File: config.mk
export PLATFORM = sky130hd
export DESIGN_NAME = vga_timing_gen
export DESIGN_NICKNAME = d
export VERILOG_FILES = /design/src/rtl/vga_pkg.sv /design/src/rtl/vga_pattern.sv /design/src/rtl/vga_timing_gen.sv
export SDC_FILE = /design/constraint.sdc
export NUM_CORES = 1
export LEC_CHECK = 0
export ABC_AREA = 1
export BUFFER_PORTS_ARGS = -buffer_cell sky130_fd_sc_hd__buf_2
export CORE_MARGIN = 2
export CORE_UTILIZATION = 30
export DETAILED_ROUTE_END_ITERATION = 8
export PLACE_DENSITY_LB_ADDON = 0.08
export SYNTH_ARGS = -nofsm -noshare
export SYNTH_HDL_FRONTEND = slang
export SYNTH_HIERARCHICAL = 1
export SYNTH_SLANG_ARGS = --single-unit
File: constraint.sdc
create_clock -name clk -period 3.7 [get_ports clk]
set_input_delay 0.74 -clock clk [delete_from_list [all_inputs] [get_ports clk]]
set_output_delay 0.74 -clock clk [all_outputs]
set_load 0.01 [all_outputs]
File: src/rtl/vga_pkg.sv
// Shared definitions for the VGA raster timing generator: pattern mode
// encodings, colour-bar palette and the standard timing constant sets.
package vga_pkg;

   typedef enum logic [1:0] {
      MODE_SOLID = 2'd0,
      MODE_GRID  = 2'd1,
      MODE_BARS  = 2'd2,
      MODE_OFF   = 2'd3
   } vga_mode_e;

   localparam logic [23:0] BAR_WHITE   = 24'hFFFFFF;
   localparam logic [23:0] BAR_YELLOW  = 24'hFFFF00;
   localparam logic [23:0] BAR_CYAN    = 24'h00FFFF;
   localparam logic [23:0] BAR_GREEN   = 24'h00FF00;
   localparam logic [23:0] BAR_MAGENTA = 24'hFF00FF;
   localparam logic [23:0] BAR_RED     = 24'hFF0000;
   localparam logic [23:0] BAR_BLUE    = 24'h0000FF;
   localparam logic [23:0] BAR_BLACK   = 24'h000000;

   // 1024x768@60, 1344x806 total
   localparam int unsigned XGA_H_ACTIVE = 1024;
   localparam int unsigned XGA_H_FP     = 24;
   localparam int unsigned XGA_H_SYNC   = 136;
   localparam int unsigned XGA_H_BP     = 160;
   localparam int unsigned XGA_V_ACTIVE = 768;
   localparam int unsigned XGA_V_FP     = 3;
   localparam int unsigned XGA_V_SYNC   = 6;
   localparam int unsigned XGA_V_BP     = 29;

   // 640x480@60, 800x525 total
   localparam int unsigned VGA640_H_ACTIVE = 640;
   localparam int unsigned VGA640_H_FP     = 16;
   localparam int unsigned VGA640_H_SYNC   = 96;
   localparam int unsigned VGA640_H_BP     = 48;
   localparam int unsigned VGA640_V_ACTIVE = 480;
   localparam int unsigned VGA640_V_FP     = 10;
   localparam int unsigned VGA640_V_SYNC   = 2;
   localparam int unsigned VGA640_V_BP     = 33;

   // Bar index 0..7 maps left to right across the screen
   function automatic logic [23:0] bar_color(input logic [2:0] idx);
      logic [23:0] c;
      case (idx)
         3'd0:    c = BAR_WHITE;
         3'd1:    c = BAR_YELLOW;
         3'd2:    c = BAR_CYAN;
         3'd3:    c = BAR_GREEN;
         3'd4:    c = BAR_MAGENTA;
         3'd5:    c = BAR_RED;
         3'd6:    c = BAR_BLUE;
         default: c = BAR_BLACK;
      endcase
      return c;
   endfunction

endpackage

File: src/rtl/vga_pattern.sv
// Test-pattern source. Works on the same pixel the timing counters point at
// this cycle and registers the colour so it lines up with the registered
// sync/de outputs of the top level.
module vga_pattern
   import vga_pkg::*;
#(
   parameter int unsigned H_ACTIVE = 1024,
   parameter int unsigned GRID     = 48,
   parameter logic [23:0] FG_COLOR = 24'hB93E06
) (
   input  logic        clk,
   input  logic        reset,
   input  logic        de,
   input  logic        line_start,
   input  logic        frame_start,
   input  logic [1:0]  mode,
   output logic [23:0] rgb
);

   localparam logic [10:0] GRID_LAST = 11'(GRID - 1);
   localparam logic [10:0] BW_LAST   = 11'((H_ACTIVE / 8) - 1);

   logic [10:0] gx_q, gx_d, gx_cur;
   logic [10:0] gy_q, gy_d, gy_cur;
   logic [2:0]  bar_q, bar_d, bar_cur;
   logic [10:0] bc_q, bc_d, bc_cur;
   logic [23:0] rgb_q, rgb_d;

   // The "_cur" values are the counters as seen by the current pixel: the
   // line/frame strobes force a restart so no end-of-line cleanup is needed.
   always_comb begin
      gx_cur  = line_start ? 11'd0 : gx_q;
      bar_cur = line_start ? 3'd0  : bar_q;
      bc_cur  = line_start ? 11'd0 : bc_q;
      gy_cur  = gy_q;
      if (frame_start) begin
         gy_cur = 11'd0;
      end else if (line_start) begin
         gy_cur = (gy_q == GRID_LAST) ? 11'd0 : gy_q + 11'd1;
      end

      gx_d  = gx_q;
      gy_d  = gy_cur;
      bar_d = bar_cur;
      bc_d  = bc_cur;
      if (de) begin
         gx_d = (gx_cur == GRID_LAST) ? 11'd0 : gx_cur + 11'd1;
         if (bar_cur != 3'd7) begin
            if (bc_cur == BW_LAST) begin
               bar_d = bar_cur + 3'd1;
               bc_d  = 11'd0;
            end else begin
               bc_d = bc_cur + 11'd1;
            end
         end
      end

      rgb_d = 24'h000000;
      if (de) begin
         case (vga_mode_e'(mode))
            MODE_SOLID: rgb_d = FG_COLOR;
            MODE_GRID:  rgb_d = ((gx_cur == 11'd0) || (gy_cur == 11'd0)) ? 24'h000000 : FG_COLOR;
            MODE_BARS:  rgb_d = bar_color(bar_cur);
            default:    rgb_d = 24'h000000;
         endcase
      end
   end

   // Pattern counters and the registered colour, cleared by the shared reset
   always_ff @(posedge clk) begin
      if (!reset) begin
         gx_q  <= 11'd0;
         gy_q  <= 11'd0;
         bar_q <= 3'd0;
         bc_q  <= 11'd0;
         rgb_q <= 24'h000000;
      end else begin
         gx_q  <= gx_d;
         gy_q  <= gy_d;
         bar_q <= bar_d;
         bc_q  <= bc_d;
         rgb_q <= rgb_d;
      end
   end

   assign rgb = rgb_q;

endmodule

File: src/rtl/vga_timing_gen.sv
// Raster timing generator: pixel/line counters, sync and data-enable
// generation, frame-aligned pattern mode latch and the pattern source.
module vga_timing_gen
   import vga_pkg::*;
#(
   parameter int unsigned H_ACTIVE = 1024,
   parameter int unsigned H_FP     = 24,
   parameter int unsigned H_SYNC   = 136,
   parameter int unsigned H_BP     = 160,
   parameter int unsigned V_ACTIVE = 768,
   parameter int unsigned V_FP     = 3,
   parameter int unsigned V_SYNC   = 6,
   parameter int unsigned V_BP     = 29,
   parameter bit          HS_POL   = 1'b0,
   parameter bit          VS_POL   = 1'b0,
   parameter int unsigned GRID     = 48,
   parameter logic [23:0] FG_COLOR = 24'hB93E06
) (
   input  logic        clk,
   input  logic        reset,
   input  logic [1:0]  mode,
   output logic        hsync,
   output logic        vsync,
   output logic        de,
   output logic [10:0] x,
   output logic [10:0] y,
   output logic [7:0]  red,
   output logic [7:0]  green,
   output logic [7:0]  blue,
   output logic        frame_start,
   output logic        line_start
);

   localparam logic [10:0] H_ACT    = 11'(H_ACTIVE);
   localparam logic [10:0] H_LAST   = 11'(H_ACTIVE + H_FP + H_SYNC + H_BP - 1);
   localparam logic [10:0] HS_START = 11'(H_ACTIVE + H_FP);
   localparam logic [10:0] HS_END   = 11'(H_ACTIVE + H_FP + H_SYNC - 1);
   localparam logic [10:0] V_ACT    = 11'(V_ACTIVE);
   localparam logic [10:0] V_LAST   = 11'(V_ACTIVE + V_FP + V_SYNC + V_BP - 1);
   localparam logic [10:0] VS_START = 11'(V_ACTIVE + V_FP);
   localparam logic [10:0] VS_END   = 11'(V_ACTIVE + V_FP + V_SYNC - 1);

   logic [10:0] hc_q, hc_d;
   logic [10:0] vc_q, vc_d;
   logic [1:0]  mode_q, mode_d;
   logic        hsync_q, hsync_d;
   logic        vsync_q, vsync_d;
   logic        de_q, de_d;
   logic [10:0] x_q, x_d;
   logic [10:0] y_q, y_d;
   logic        frame_start_q, frame_start_d;
   logic        line_start_q, line_start_d;
   logic        h_wrap, v_wrap;
   logic        de_c, line_start_c, frame_start_c;
   logic [23:0] rgb;

   // Counter advance, mode latch and the decode of the current pixel; every
   // decoded value is registered so all outputs trail the counters by one clock
   always_comb begin
      h_wrap = (hc_q == H_LAST);
      v_wrap = (vc_q == V_LAST);

      hc_d = h_wrap ? 11'd0 : hc_q + 11'd1;
      vc_d = vc_q;
      if (h_wrap) begin
         vc_d = v_wrap ? 11'd0 : vc_q + 11'd1;
      end

      mode_d = mode_q;
      if (h_wrap && v_wrap) begin
         mode_d = mode;
      end

      de_c          = (hc_q < H_ACT) && (vc_q < V_ACT);
      line_start_c  = (hc_q == 11'd0) && (vc_q < V_ACT);
      frame_start_c = (hc_q == 11'd0) && (vc_q == 11'd0);

      hsync_d       = ((hc_q >= HS_START) && (hc_q <= HS_END)) ? HS_POL : !HS_POL;
      vsync_d       = ((vc_q >= VS_START) && (vc_q <= VS_END)) ? VS_POL : !VS_POL;
      de_d          = de_c;
      x_d           = de_c ? hc_q : 11'd0;
      y_d           = de_c ? vc_q : 11'd0;
      line_start_d  = line_start_c;
      frame_start_d = frame_start_c;
   end

   // Counters and output registers; reset restarts the raster at the top-left
   // pixel and captures the requested pattern mode immediately
   always_ff @(posedge clk) begin
      if (!reset) begin
         hc_q          <= 11'd0;
         vc_q          <= 11'd0;
         mode_q        <= mode;
         hsync_q       <= !HS_POL;
         vsync_q       <= !VS_POL;
         de_q          <= 1'b0;
         x_q           <= 11'd0;
         y_q           <= 11'd0;
         frame_start_q <= 1'b0;
         line_start_q  <= 1'b0;
      end else begin
         hc_q          <= hc_d;
         vc_q          <= vc_d;
         mode_q        <= mode_d;
         hsync_q       <= hsync_d;
         vsync_q       <= vsync_d;
         de_q          <= de_d;
         x_q           <= x_d;
         y_q           <= y_d;
         frame_start_q <= frame_start_d;
         line_start_q  <= line_start_d;
      end
   end

   vga_pattern #(
      .H_ACTIVE (H_ACTIVE),
      .GRID     (GRID),
      .FG_COLOR (FG_COLOR)
   ) u_pattern (
      .clk         (clk),
      .reset       (reset),
      .de          (de_c),
      .line_start  (line_start_c),
      .frame_start (frame_start_c),
      .mode        (mode_q),
      .rgb         (rgb)
   );

   assign hsync       = hsync_q;
   assign vsync       = vsync_q;
   assign de          = de_q;
   assign x           = x_q;
   assign y           = y_q;
   assign frame_start = frame_start_q;
   assign line_start  = line_start_q;
   assign red         = rgb[23:16];
   assign green       = rgb[15:8];
   assign blue        = rgb[7:0];

endmodule

==> impl_results.md <==
* Status: finished, final reports clean
* Pwr Density at 406 nW/um^2
* Largest net degree at the start of global routing at 29
* Num rows at 44
* Worst Tran Pin Value at 774 ps
* Final Hold Fails at 0
* GP Congestion at 0.842
* # diodes at 0
* Final setup vio count at 0
* Final min period at 2980 ps
* CTS tree: yes
* DR vias/cell at 4.61
* CP Buf/Inv Count at 5
* Synth async-reset ratio at 0
* Worst-path clk slew at 60 ps
* 1st-pass router iterations at 4
* DP Wirelength at 7.89 mm
* Depth of the CTS H-tree at 3
* Routed WL at 11.0 mm
* I/O pin count at 55
* Peak supply drop at 244 uV
* Top Family by Delay on Critical Path: simple AND/OR/NAND/NOR gates
* Chip Height at 127 um
* Req. time, crit path at 3980 ps
* Worst path most repeated cell: inv_1
* Post-synth top area cell: dfxtp_1
* Top post-synthesis cells by area: dfxtp_1, nand2_1, nor2_1
* IO buf count at 54
* Drt wl/cell at 12.9 um
* Die area at 16100 sq um
* Crit-path max FO at 12
* Core area at 14600 sq um
* Logic pwr share at 0.073
* CP peak stage delay at 340 ps
* Warnings from Yosys at 6
* Top-count cell post-synth: nand2_1
* Post-route ant nets at 0
* Top FF cell, synth: dfxtp_1
* Die W at 127 um
* Clock root cell: clkbuf_16
* Gr ovfl total at 0
* EDFF count, synth at 2
* CP Launch Type: flop
* Clock Path Buffers at 2
* Sequential share of power at 0.496
* Unique masters post-synth at 45
* Drt drc at 0
* Vias post-DR at 3911
* Register bit total from synthesis at 93
* First DRT Iteration DRCs at 239
* RSZ-0062 raised after global routing: no
* Post-Syn Instances at 620
* Fmax at 0.336 GHz
* Antenna violations before repair at 0
* Net Sw Frac at 0.251
* Commonest cells in the netlist: nand2_1, nor2_1, dfxtp_1
* CTS Hold Bufs at 0
* Hold Crit Class: flop to flop
* Area fraction of the dominant cell type after synthesis at 0.401
* Worst-skew pair later-pin latency at 350 ps
* Clk sinks at 93
* Num CTS Buffers at 9
* Nets@finish at 675
* Number of buffers added for setup after CTS at 0
* Switch Pwr at 526 uW
* Max-slew headroom at 0.483
* Vias in the first global route at 3736
* Clk_skew at 5.45 ps
* Synthesis-to-finish area growth at 13.4%
* Leakage at 2.26 nW
* Max cap viols at 0
* Post_cts resized at 0
* WP data arrival at 3260 ps
* P_int at 1.57 mW
* Total track usage at 0.141
* Power Total at 2.09 mW
* Setup Crit Path Kind: flop to flop
* Max-slew violations at 0
* Synthesized area at 4540 sq um
* Power share of the clock group at 0.431
* Seq/Total Area, Yosys at 0.415
* First-pass GRT wire length at 18.2 mm
* Setup TNS at 0 ps
* Layout cells sized above 1 at 0.174
* Final design utilization at 0.352
* Starting Density at 0.310
* Worst-path cell chain: inv_1 -> nand3_1 -> nor2_1 -> nand4_1 -> nor2_1 -> inv_2 -> nand2_1 -> inv_1 -> ha_1 -> ha_1 -> nor2_4 -> inv_1 -> nor2_4 -> inv_2 -> nor4_4 -> nand3_1 -> a21oi_1
* Period utilization at 0.805
* CP max-delay cell: dfxtp_1
* CP endpoint kind: flop
* Mean Syn Cell Area at 7.32 sq um
## worst register-to-register path, cell delays in order (launching register included)
cell and delay [ps]:
dfxtp_1 340, inv_1 190, nand3_1 100, nor2_1 90
nand4_1 180, nor2_1 230, inv_2 160, nand2_1 140
inv_1 70, ha_1 190, ha_1 240, nor2_4 170
inv_1 160, nor2_4 170, inv_2 60, nor4_4 170
nand3_1 100, a21oi_1 130
## cells by family (layout without fill, tap and decap cells)
kind of cell	Yosys count	count (layout)	share of synthesized area
and+or+nand+nor	334	334	0.352
DFF	93	93	0.415
AOI/OAI and AO/OA	62	62	0.0775
other	1	2	0.000826
xor gates and xnor gates	5	5	0.00965
adders and majority gates	11	11	0.0303
buffers and inverters	114	158	0.115
## registers in the layout, summed over array words and instances, names as in the netlist
register and flops:
hc_q 11, mode_q 2, frame_start 1, u_pattern/bc_q 11, x 11, u_pattern/bar_q 3
vc_q 11, u_pattern/gy_q 11, y 11, line_start 1, u_pattern/gx_q 11, u_pattern/rgb 6
hsync 1, vsync 1, de 1
## cell type report
| type | instances | area (sq um) |
|---|---|---|
| Clock inverter | 4 | 30.0 |
| Timing Repair Buffer | 57 | 293 |
| Sequential cell | 93 | 1880 |
| Tap cell | 184 | 230 |
| Inverter | 85 | 320 |
| Multi-Input combinational cell | 414 | 2140 |
| Fill cell | 1582 | 9500 |
| Clock buffer | 12 | 256 |
## worst paths after layout
kind         startpoint                end  slack [ps]  cells past startpoint
max             hc_q[3]  u_pattern/bc_q[7]         720                     17
min             hc_q[0]            hc_q[0]         460                      1
max reg2reg     hc_q[3]  u_pattern/bc_q[7]         720                     17
min reg2reg     hc_q[0]            hc_q[0]         460                      1
## power groups by stage
stage	clock network (mW)	logic, mW	registers (mW)
6_report	0.902	0.152	1.04
5_1_grt	0.979	0.171	1.04
3_3_place_gp	0	0.153	1.06
2_1_floorplan	0	0.111	1.06
4_1_cts	0.943	0.154	1.04
3_5_place_dp	0	0.154	1.06
## layout by cell type, fill, tap and decap left out, types with 4 or more instances in the layout
cell and n:
o21ai_0 14, dfxtp_1 91, a21oi_1 32, nor2_4 4, nand3_1 48, nand4_1 12
nor4_1 5, clkbuf_16 9, nand2_2 4, inv_1 74, ha_1 11, inv_2 9
a211oi_1 4, nor3_1 18, nor2_2 10, buf_2 54, nor2_1 96, nand2_1 117
## per-layer routing
layer	vias to the layer above	GRT usage	wire length (um)
met3	10	0.0343	314
met5	-	0	0
met1	1788	0.185	5360
met4	0	0.0459	148
met2	55	0.230	5130
li1	2058	-	-
## stage by stage
| stage | worst slack [ps] | cell area, sq um | cells | hold slack [ps] |
|---|---|---|---|---|
| 6_report | 722 | 5150 | 849 | 457 |
| 5_1_grt | 396 | 5150 | 849 | 489 |
| 4_1_cts | 753 | 5150 | 849 | 467 |
| 3_5_place_dp | 756 | 4860 | 833 | 449 |
| 3_3_place_gp | 878 | 4860 | 833 | 452 |
| 2_1_floorplan | 893 | 4540 | 621 | 430 |
Power figures use the tool's default switching activity.
